[src/rtl/dds_sweep_ctrl.sv]
// Sweep scheduler for one DDS tone generator.
// Steps the tuning word between two endpoints at a programmable dwell.
module dds_sweep_ctrl #(
  parameter int TICK_DIV = 128,
  parameter int DWELL_W  = 16
) (
  input  logic               CLK,
  input  logic               reset,
  input  logic               cfg_valid,
  output logic               cfg_ready,
  input  logic [31:0]        cfg_m_start,
  input  logic [31:0]        cfg_m_stop,
  input  logic [31:0]        cfg_m_step,
  input  logic [DWELL_W-1:0] cfg_dwell,
  input  logic [16:0]        cfg_amp,
  input  logic [31:0]        cfg_phase,
  input  logic [1:0]         cfg_mode,
  input  logic               start,
  input  logic               abort,
  output logic [31:0]        M,
  output logic [16:0]        a,
  output logic [16:0]        b,
  output logic [31:0]        Start,
  output logic               dds_reset,
  output logic               busy,
  output logic               done,
  output logic               sweep_tick
);

  localparam int TW = (TICK_DIV > 1) ? $clog2(TICK_DIV) : 1;
  localparam logic [16:0] AMP_MAX = 17'd60000;

  typedef enum logic [2:0] {
    IDLE, LOAD, SWEEP, HOLD, DONE
  } state_t;

  state_t state;
  logic loaded;
  logic [31:0] s_start, s_stop, s_step, s_phase;
  logic [16:0] s_amp;
  logic [DWELL_W-1:0] s_dwell;
  logic [1:0] s_mode;
  logic up, toward;
  logic [TW-1:0] tick;
  logic [DWELL_W-1:0] dcnt;

  logic [31:0] tgt, nxt;
  logic [32:0] sum, lim;
  logic move_up, hit, wrap, dwell_end;
  logic single, rpt;

  assign b = '0;
  assign single = (s_mode == 2'd0) || (s_mode == 2'd3);
  assign rpt = (s_mode == 2'd1);

  // Next tuning word toward the current endpoint, saturated there
  always_comb begin
    tgt = toward ? s_stop : s_start;
    move_up = toward ? up : !up;
    sum = {1'b0, M} + {1'b0, s_step};
    lim = {1'b0, tgt} + {1'b0, s_step};
    if (move_up) begin
      hit = (sum >= {1'b0, tgt});
      nxt = hit ? tgt : sum[31:0];
    end else begin
      hit = ({1'b0, M} <= lim);
      nxt = hit ? tgt : (M - s_step);
    end
    wrap = (tick == TW'(TICK_DIV - 1));
    dwell_end = wrap && (dcnt == (s_dwell - DWELL_W'(1)));
  end

  // Sweep FSM with registered DDS-side outputs
  always_ff @(posedge CLK or negedge reset) begin
    if (!reset) begin
      state <= IDLE;
      loaded <= 1'b0;
      s_start <= '0;
      s_stop <= '0;
      s_step <= '0;
      s_phase <= '0;
      s_amp <= '0;
      s_dwell <= '0;
      s_mode <= '0;
      up <= 1'b0;
      toward <= 1'b0;
      tick <= '0;
      dcnt <= '0;
      cfg_ready <= 1'b0;
      M <= '0;
      a <= '0;
      Start <= '0;
      dds_reset <= 1'b0;
      busy <= 1'b0;
      done <= 1'b0;
      sweep_tick <= 1'b0;
    end else begin
      done <= 1'b0;
      sweep_tick <= 1'b0;
      if (abort) begin
        state <= IDLE;
        a <= '0;
        busy <= 1'b0;
        dds_reset <= 1'b0;
        cfg_ready <= 1'b1;
        tick <= '0;
        dcnt <= '0;
      end else begin
        unique case (state)
          IDLE: begin
            if (cfg_valid && cfg_ready) begin
              s_start <= cfg_m_start;
              s_stop <= cfg_m_stop;
              s_step <= cfg_m_step;
              s_phase <= cfg_phase;
              s_amp <= (cfg_amp > AMP_MAX) ? AMP_MAX : cfg_amp;
              s_dwell <= (cfg_dwell == '0) ? DWELL_W'(1) : cfg_dwell;
              s_mode <= cfg_mode;
              loaded <= 1'b1;
            end
            if (start && loaded) begin
              state <= LOAD;
              busy <= 1'b1;
              cfg_ready <= 1'b0;
            end else begin
              cfg_ready <= 1'b1;
            end
          end
          LOAD: begin
            M <= s_start;
            a <= s_amp;
            Start <= s_phase;
            dds_reset <= 1'b1;
            up <= (s_stop >= s_start);
            toward <= 1'b1;
            tick <= '0;
            dcnt <= '0;
            state <= SWEEP;
          end
          SWEEP: begin
            if (dds_reset) begin
              dds_reset <= 1'b0;
            end else begin
              tick <= wrap ? '0 : tick + 1'b1;
              if (wrap) dcnt <= dwell_end ? '0 : dcnt + 1'b1;
              if (dwell_end) begin
                sweep_tick <= 1'b1;
                if (s_step != '0) begin
                  if (!toward && rpt) begin
                    M <= s_start;
                    toward <= 1'b1;
                  end else begin
                    M <= nxt;
                    if (hit) begin
                      if (single) state <= HOLD;
                      else toward <= !toward;
                    end
                  end
                end
              end
            end
          end
          HOLD: begin
            tick <= wrap ? '0 : tick + 1'b1;
            if (wrap) dcnt <= dwell_end ? '0 : dcnt + 1'b1;
            if (dwell_end) begin
              state <= DONE;
              done <= 1'b1;
              busy <= 1'b0;
            end
          end
          DONE: begin
            state <= IDLE;
            cfg_ready <= 1'b1;
          end
          default: state <= IDLE;
        endcase
      end
    end
  end

endmodule

[config.mk]
export PLATFORM = sky130hd
export DESIGN_NAME = dds_sweep_ctrl
export DESIGN_NICKNAME = d
export VERILOG_FILES = /design/src/rtl/dds_sweep_ctrl.sv
export SDC_FILE = /design/constraint.sdc
export NUM_CORES = 1
export LEC_CHECK = 0
export ABC_AREA = 0
export CAP_MARGIN = 20
export CORE_UTILIZATION = 56
export CTS_CLUSTER_DIAMETER = 60
export DETAILED_ROUTE_END_ITERATION = 16
export DONT_BUFFER_PORTS = 1
export GPL_TIMING_DRIVEN = 0
export PLACE_DENSITY_LB_ADDON = 0.2
export SYNTH_ARGS = -nofsm -noshare
export SYNTH_HDL_FRONTEND = slang
export SYNTH_SLANG_ARGS = --single-unit
[constraint.sdc]
create_clock -name CLK -period 7.3 [get_ports CLK]
set_input_delay 1.095 -clock CLK [delete_from_list [all_inputs] [get_ports CLK]]
set_output_delay 1.095 -clock CLK [all_outputs]
set_load 0.01 [all_outputs]
# Word-level counts from Yosys, hierarchy flattened
# Index checks and enable logic that the tools add are counted.
[op_classes]
n_mux = 56
n_eq_ne = 21
n_reduce_logical = 24
magnitude_cmp = 4
bitwise = 1
addsub = 6
[ops]
columns = ["op", "count"]
rows = [
  ["$mux W32", 8],
  ["$mux W16", 5],
  ["$add A32 B32 Y33", 2],
  ["$pmux W32 S2", 1],
  ["$mux W17", 3],
  ["$pmux W16 S3", 1],
  ["$ge A33 B32 Y1", 1],
  ["$le A32 B33 Y1", 1],
  ["$ge A32 B32 Y1", 1],
  ["$reduce_bool A32 Y1", 1],
  ["$sub A32 B32 Y32", 1],
  ["$ne A3 B3 Y1 const B", 10],
  ["$mux W3", 9],
  ["$mux W7", 3],
  ["$pmux W7 S3", 1],
  ["$mux W1", 20],
  ["$gt A17 B16 Y1 const B", 1],
  ["$add A16 B1 Y16 const B", 1],
  ["$eq A16 B16 Y1", 1],
  ["$logic_not A16 Y1", 1],
  ["$sub A16 B1 Y16 const B", 1],
  ["$pmux W3 S4", 1],
  ["$reduce_bool A3 Y1", 3],
  ["$pmux W1 S2", 4],
  ["other kinds (21)", 31],
]
[word_totals]
wordCells = 133
in_bits = 168
output_inout_bits = 103
ff_bits = 278

# Longest topological paths before layout
[logic_depth]
word_depth = 11
mapped_depth = 31
depth_no_buf = 27

# Least setup slack after synthesis
# No wires, ideal clock.
[synth_path]
kind = "reg2reg"
start = "reg toward"
end = "reg M[18]"
setup_ns = 0.104
setup_slack_ns = 1.624
path_buffers = 3
arrival_ns = 5.572
synth_period_minus_slack_ns = 5.676
stages_incl_launch_ff = 30
t_required_ns = 7.196
cell_sequence = "dfrtp_1 -> clkbuf_1 -> clkbuf_1 -> mux2i_1 -> inv_1 -> ha_1 -> a2111o_1 -> o21ai_0 -> a21oi_1 -> a41oi_1 -> o31ai_1 -> a2bb2oi_1 -> a41oi_1 -> a21oi_1 -> a41o_1 -> o41ai_1 -> xor2_1 -> ha_1 -> nand3_1 -> nor2_1 -> nand3_1 -> nor4_1 -> nor4_1 -> o21ai_0 -> nor2_1 -> o21a_1 -> nor2_1 -> clkbuf_1 -> a21oi_1 -> a221oi_1"
[synth_between]
elab_chain_len = 10
word_cells_on_any_way = 15
classes_between = "add/sub: 1; order compare: 2; mux: 10; reduce/logical: 2"
[synth_lines]
columns = ["item", "line", "source"]
rows = [
  ["from (decl)", "43", "logic up, toward;"],
  ["from (signal assigned)", "156", "else toward <= !toward;"],
  ["$mux W32", "58", "tgt = toward ? s_stop : s_start;"],
  ["$add A32 B32 Y33", "61", "lim = {1'b0, tgt} + {1'b0, s_step};"],
  ["$le A32 B33 Y1", "66", "hit = ({1'b0, M} <= lim);"],
  ["$mux W32", "67", "nxt = hit ? tgt : (M - s_step);"],
  ["$mux W32", "62", "if (move_up) begin"],
  ["$mux W32 *", "149", "if (!toward && rpt) begin"],
  ["$mux W32 *", "148", "if (s_step != '0) begin"],
  ["$mux W32 *", "146", "if (dwell_end) begin"],
  ["$mux W32 *", "141", "if (dds_reset) begin"],
  ["$pmux W32 S2 *", "109", "unique case (state)"],
  ["to (signal assigned)", "130", "M <= s_start;"],
  ["to (signal assigned)", "150", "M <= s_start;"],
  ["to (signal assigned)", "153", "M <= nxt;"],
  ["to (decl)", "20", "output logic [31:0] M,"],
]
# Every way passes the cells marked *; elsewhere a longest branch is shown, timed or not. The select of a mux whose other input is x is not followed.
# A chain may end at the register's enable or synchronous reset.

# Final worst setup path
[layout_path]
start = "reg toward"
end = "reg M[0]"
# Same word-level chain as after synthesis.

==> results.txt <==
----------------------------------------------------
[Status]
  Status ... completed

[Floorplan]
  Number of rows in the core area ... 67
  Starting utilization of the core area ... 57.5%
  DIE AREA ... 0.0355 mm2
  Core Region ... 0.0339 mm2
  Io pins ... 271
  Vertical die dimension ... 188 um
  Width of the die ... 188 um

[Synth]
  Number of synthesized flops with an enable pin ... 0
  Number of unique standard cell types used by synthesis ... 76
  Cell types occupying the most area after synthesis ... sky130_fd_sc_hd__dfrtp_1 (36%), sky130_fd_sc_hd__ha_1 (13%), sky130_fd_sc_hd__nand2_1 (8.0%)
  Synth Instances ... 2309
  Area share of the leading cell type in the synthesized netlist ... 35.7%
  FF+latch count, synth ... 278
  Register area share after synthesis ... 35.7%
  Proportion of synthesized flip-flops having asynchronous set or reset ... 100%
  Combined area of all synthesized cells ... 0.0195 mm2
  Cell type with the largest total area after synthesis ... sky130_fd_sc_hd__dfrtp_1
  Average instance area after synthesis ... 8.43 um2
  Main synth FF type ... sky130_fd_sc_hd__dfrtp_1
  Count of warnings emitted by yosys ... 0

[Worst setup path]
  Endpoint kind of the worst setup timing path ... register
  Crit-path max cell delay ... 0.56 ns
  Signal arrival time at the worst endpoint ... 7.49 ns
  Kind of critical path ... register to register
  Slowest-stage cell, CP ... sky130_fd_sc_hd__a2111oi_1
  Maximum fanout along the worst path ... 10
  Startpoint type of the worst setup path ... register
  Worst endpoint required time ... 7.74 ns

[Placed design]
  Pre-CTS worst setup slack ... -1.12 ns
  Estimated wirelength of the detail-placed design ... 47.9 mm
  Placer Congestion ... 0.942
  Cell count after placement ... 2773
  Number of buffers added on ports ... 0

[STA]
  Fraction of the cycle the final worst path needs ... 96.5%
  Highest achievable clock rate ... 142 MHz
  Count of final max-slew check failures ... 0
  Setup Viol. Count Final ... 0
  Final hold viol count ... 0
  RSZ-0062 raised after global routing ... false
  Worst rel slew slack ... 31.3%
  Setup Skew ... 0.0249 ns
  Worst-Margin Slew ... 1.03 ns
  Final worst setup slack ... 0.258 ns
  Setup TNS ... 0 ns
  Minimum period implied by the final worst setup slack ... 7.04 ns

[Clocking]
  Worst skew pair latency ... 0.59 ns
  Clock Path Buffers ... 3
  Hold-fix buffer count after cts ... 0
  Buffers inserted during post-CTS setup optimization ... 0
  Clock-pin slew of the registers on the worst-case setup and hold paths ... 0.07 ns
  H-tree depth ... 1
  CTS sink cnt ... 278
  Number of buffers added by the clock tree synthesis step ... 31
  Buffer cell driving the clock tree root ... sky130_fd_sc_hd__clkbuf_16
  TritonCTS clock tree ... built

[Power and ir drop]
  Part of the total power dissipated in the clock network ... 14.3%
  Pwr/cell area ... 527 mW/mm2
  Power, Total ... 11.2 mW
  Switching power as a share of total power ... 50.2%
  Leakage power of the design ... 10.1 nW
  Logic pwr share ... 62.7%
  Internal power ... 5.58 mW
  Sequential cell fraction of total power ... 23.0%
  Worst VDD drop ... 0.000262 V
  Reported net switching power ... 5.63 mW

[Layout]
  Filler Cell Count ... 3038
  P&R area growth vs syn ... 9.22%
  Ratio of cells with drive above 1 in the final layout ... 7.01%
  Net count, final ... 2724
  Final standard cell count with taps included and fillers excluded ... 2836

[Route]
  Via Count ... 17.4k
  Detail Route Antenna Nets ... 0
  Total detailed-routing wirelength ... 60.9 mm
  Violation count after the first detailed-routing iteration ... 1408
  Vias per std cell ... 6.13
  First-pass iteration count of the detailed router ... 7
  DRC viols ... 0
  Routed length per placed instance ... 21.5 um

[GRT]
  First-pass GRT wire length ... 93.1 mm
  Vias in the first global route ... 16.8k
  Residual overflow from global routing ... 0
  Global-route usage over all layers ... 33.8%
  Maximum number of pins on one net before global-route repair ... 279
  Antenna violations before repair ... 6

[Run]
  Max cap viols ... 0

[Min path]
  Worst hold path type ... input pin to async pin

----------------------------------------------------
-- cell families after synthesis --
family                   after synthesis  synth area share, %
multiplexers                          42                 2.38
AO/OA/AOI/OAI                        641                 21.0
AND/OR/NAND/NOR                      791                 18.3
adder cells (fa/ha/maj)              198                 12.8
flip-flops                           278                 35.7
other                                  1               0.0193
XOR/XNOR                              88                 3.96
buffers and inverters                270                 5.78
-- cells in the final DEF, fill, tap and decap left out, types with 10 or more instances in the layout --
cell / count
sky130_fd_sc_hd__o211ai_1: 12
sky130_fd_sc_hd__o221ai_1: 11
sky130_fd_sc_hd__a22o_1: 26
sky130_fd_sc_hd__a21o_1: 56
sky130_fd_sc_hd__mux2_2: 34
sky130_fd_sc_hd__nand3_1: 45
sky130_fd_sc_hd__ha_1: 195
sky130_fd_sc_hd__clkbuf_1: 72
sky130_fd_sc_hd__nor4_1: 21
sky130_fd_sc_hd__o22ai_1: 13
sky130_fd_sc_hd__and3_1: 20
sky130_fd_sc_hd__o21ai_1: 18
sky130_fd_sc_hd__o21a_1: 16
sky130_fd_sc_hd__o21ai_0: 199
sky130_fd_sc_hd__a31oi_1: 18
sky130_fd_sc_hd__o21bai_1: 19
sky130_fd_sc_hd__a211o_1: 12
sky130_fd_sc_hd__a221oi_1: 16
sky130_fd_sc_hd__xor2_1: 22
sky130_fd_sc_hd__conb_1: 17
sky130_fd_sc_hd__nor3_1: 30
sky130_fd_sc_hd__inv_1: 154
sky130_fd_sc_hd__dfrtp_1: 278
sky130_fd_sc_hd__clkbuf_16: 31
sky130_fd_sc_hd__a21oi_1: 136
sky130_fd_sc_hd__xnor2_1: 66
sky130_fd_sc_hd__nor2b_1: 20
sky130_fd_sc_hd__a211oi_1: 10
sky130_fd_sc_hd__nor2_1: 126
sky130_fd_sc_hd__nand2_1: 415
sky130_fd_sc_hd__buf_4: 27
sky130_fd_sc_hd__nand4_1: 30
sky130_fd_sc_hd__nand2b_1: 36
-- what timing repair did --
item / CTS / global route
resized for setup: 17 / 26
setup endpoints to repair: 34 / 34
pin swaps: 0 / 0
-- metrics by stage --
stage,area [um2],util (%),hold WS [ns]
floorplan,19500,-,0.439
global placement,20100,59.3,0.452
detailed placement,20100,59.3,0.457
CTS,21200,62.5,0.192
global route,21300,62.8,0.190
finish,21300,62.8,0.208
-- power groups by stage --
stage | clock network, mW | logic (mW) | registers [mW]
6_report | 1.60 | 7.03 | 2.58
5_1_grt | 1.67 | 7.72 | 2.64
4_1_cts | 1.61 | 6.81 | 2.57
3_5_place_dp | 0 | 6.70 | 2.59
3_3_place_gp | 0 | 6.54 | 2.57
2_1_floorplan | 0 | 4.97 | 2.37
-- per-layer routing --
metal | track usage (%) | up-vias | routed length [um]
li1 | - | 8226 | -
met1 | 44.8 | 8368 | 26000
met2 | 54.5 | 670 | 27600
met3 | 6.56 | 119 | 4910
met4 | 13.6 | 0 | 2450
met5 | 0 | - | 0
-- synth_stat cells, types with 8 or more instances --
| cell | instances |
|---|---|
| sky130_fd_sc_hd__a211o_1 | 12 |
| sky130_fd_sc_hd__a211oi_1 | 10 |
| sky130_fd_sc_hd__a21o_1 | 56 |
| sky130_fd_sc_hd__a21oi_1 | 137 |
| sky130_fd_sc_hd__a221oi_1 | 17 |
| sky130_fd_sc_hd__a22o_1 | 26 |
| sky130_fd_sc_hd__a31oi_1 | 18 |
| sky130_fd_sc_hd__and3_1 | 20 |
| sky130_fd_sc_hd__buf_2 | 8 |
| sky130_fd_sc_hd__buf_4 | 27 |
| sky130_fd_sc_hd__clkbuf_1 | 78 |
| sky130_fd_sc_hd__dfrtp_1 | 278 |
| sky130_fd_sc_hd__ha_1 | 195 |
| sky130_fd_sc_hd__inv_1 | 154 |
| sky130_fd_sc_hd__mux2_2 | 34 |
| sky130_fd_sc_hd__mux2i_1 | 8 |
| sky130_fd_sc_hd__nand2_1 | 415 |
| sky130_fd_sc_hd__nand2b_1 | 36 |
| sky130_fd_sc_hd__nand3_1 | 45 |
| sky130_fd_sc_hd__nand4_1 | 30 |
| sky130_fd_sc_hd__nor2_1 | 127 |
| sky130_fd_sc_hd__nor2b_1 | 20 |
| sky130_fd_sc_hd__nor3_1 | 30 |
| sky130_fd_sc_hd__nor4_1 | 22 |
| sky130_fd_sc_hd__o211ai_1 | 12 |
| sky130_fd_sc_hd__o21a_1 | 16 |
| sky130_fd_sc_hd__o21ai_0 | 206 |
| sky130_fd_sc_hd__o21ai_1 | 14 |
| sky130_fd_sc_hd__o21bai_1 | 19 |
| sky130_fd_sc_hd__o221ai_1 | 11 |
| sky130_fd_sc_hd__o22ai_1 | 13 |
| sky130_fd_sc_hd__xnor2_1 | 66 |
| sky130_fd_sc_hd__xor2_1 | 22 |
-- registers in the layout, indices dropped and copies added (netlist names), 2 cells and up --
name / flops
M: 32
Start: 32
s_phase: 32
s_start: 32
s_step: 32
s_stop: 32
a: 17
s_amp: 17
dcnt: 16
s_dwell: 16
tick: 7
state: 3
s_mode: 2
-- layout make-up --
class	count	area (um2)	area share (%)
well taps	448	561	2.64
inverters	154	578	2.72
plain buffers	116	567	2.67
diodes	5	12.5	0.0589
clock inverters	17	176	0.830
flip-flops and latches	278	6960	32.7
multi-input cells	1777	11500	54.3
clock buffers	41	873	4.11
-- worst max-delay path: cells and delay by family, from the launching register on --
kind            cells  cell delay (ns)
compound gates     14             3.47
simple gates        8             1.29
buf+inv             3             0.98
fa+ha+maj           2             0.70
flops               1             0.32
xor+xnor            1             0.12
-- path summary, 6_finish.rpt --
| path | start | endpoint | slack [ns] | cells past startpoint |
|---|---|---|---|---|
| min in group CLK | s_phase[19]$_DFFE_PN0P_ | s_phase[19]$_DFFE_PN0P_ | 0.47 | 2 |
| setup / recovery | toward$_DFFE_PN0P_ | M[0]$_DFFE_PN0P_ | 0.26 | 28 |
| setup reg to reg | toward$_DFFE_PN0P_ | M[0]$_DFFE_PN0P_ | 0.26 | 28 |
| hold reg to reg | s_phase[19]$_DFFE_PN0P_ | s_phase[19]$_DFFE_PN0P_ | 0.47 | 2 |
| hold / removal | reset | s_amp[16]$_DFFE_PN0P_ | 0.21 | 0 |
| max in group asynchronous | reset | s_start[19]$_DFFE_PN0P_ | 6.70 | 0 |
No activity file was read; power rests on OpenSTA's default activity.
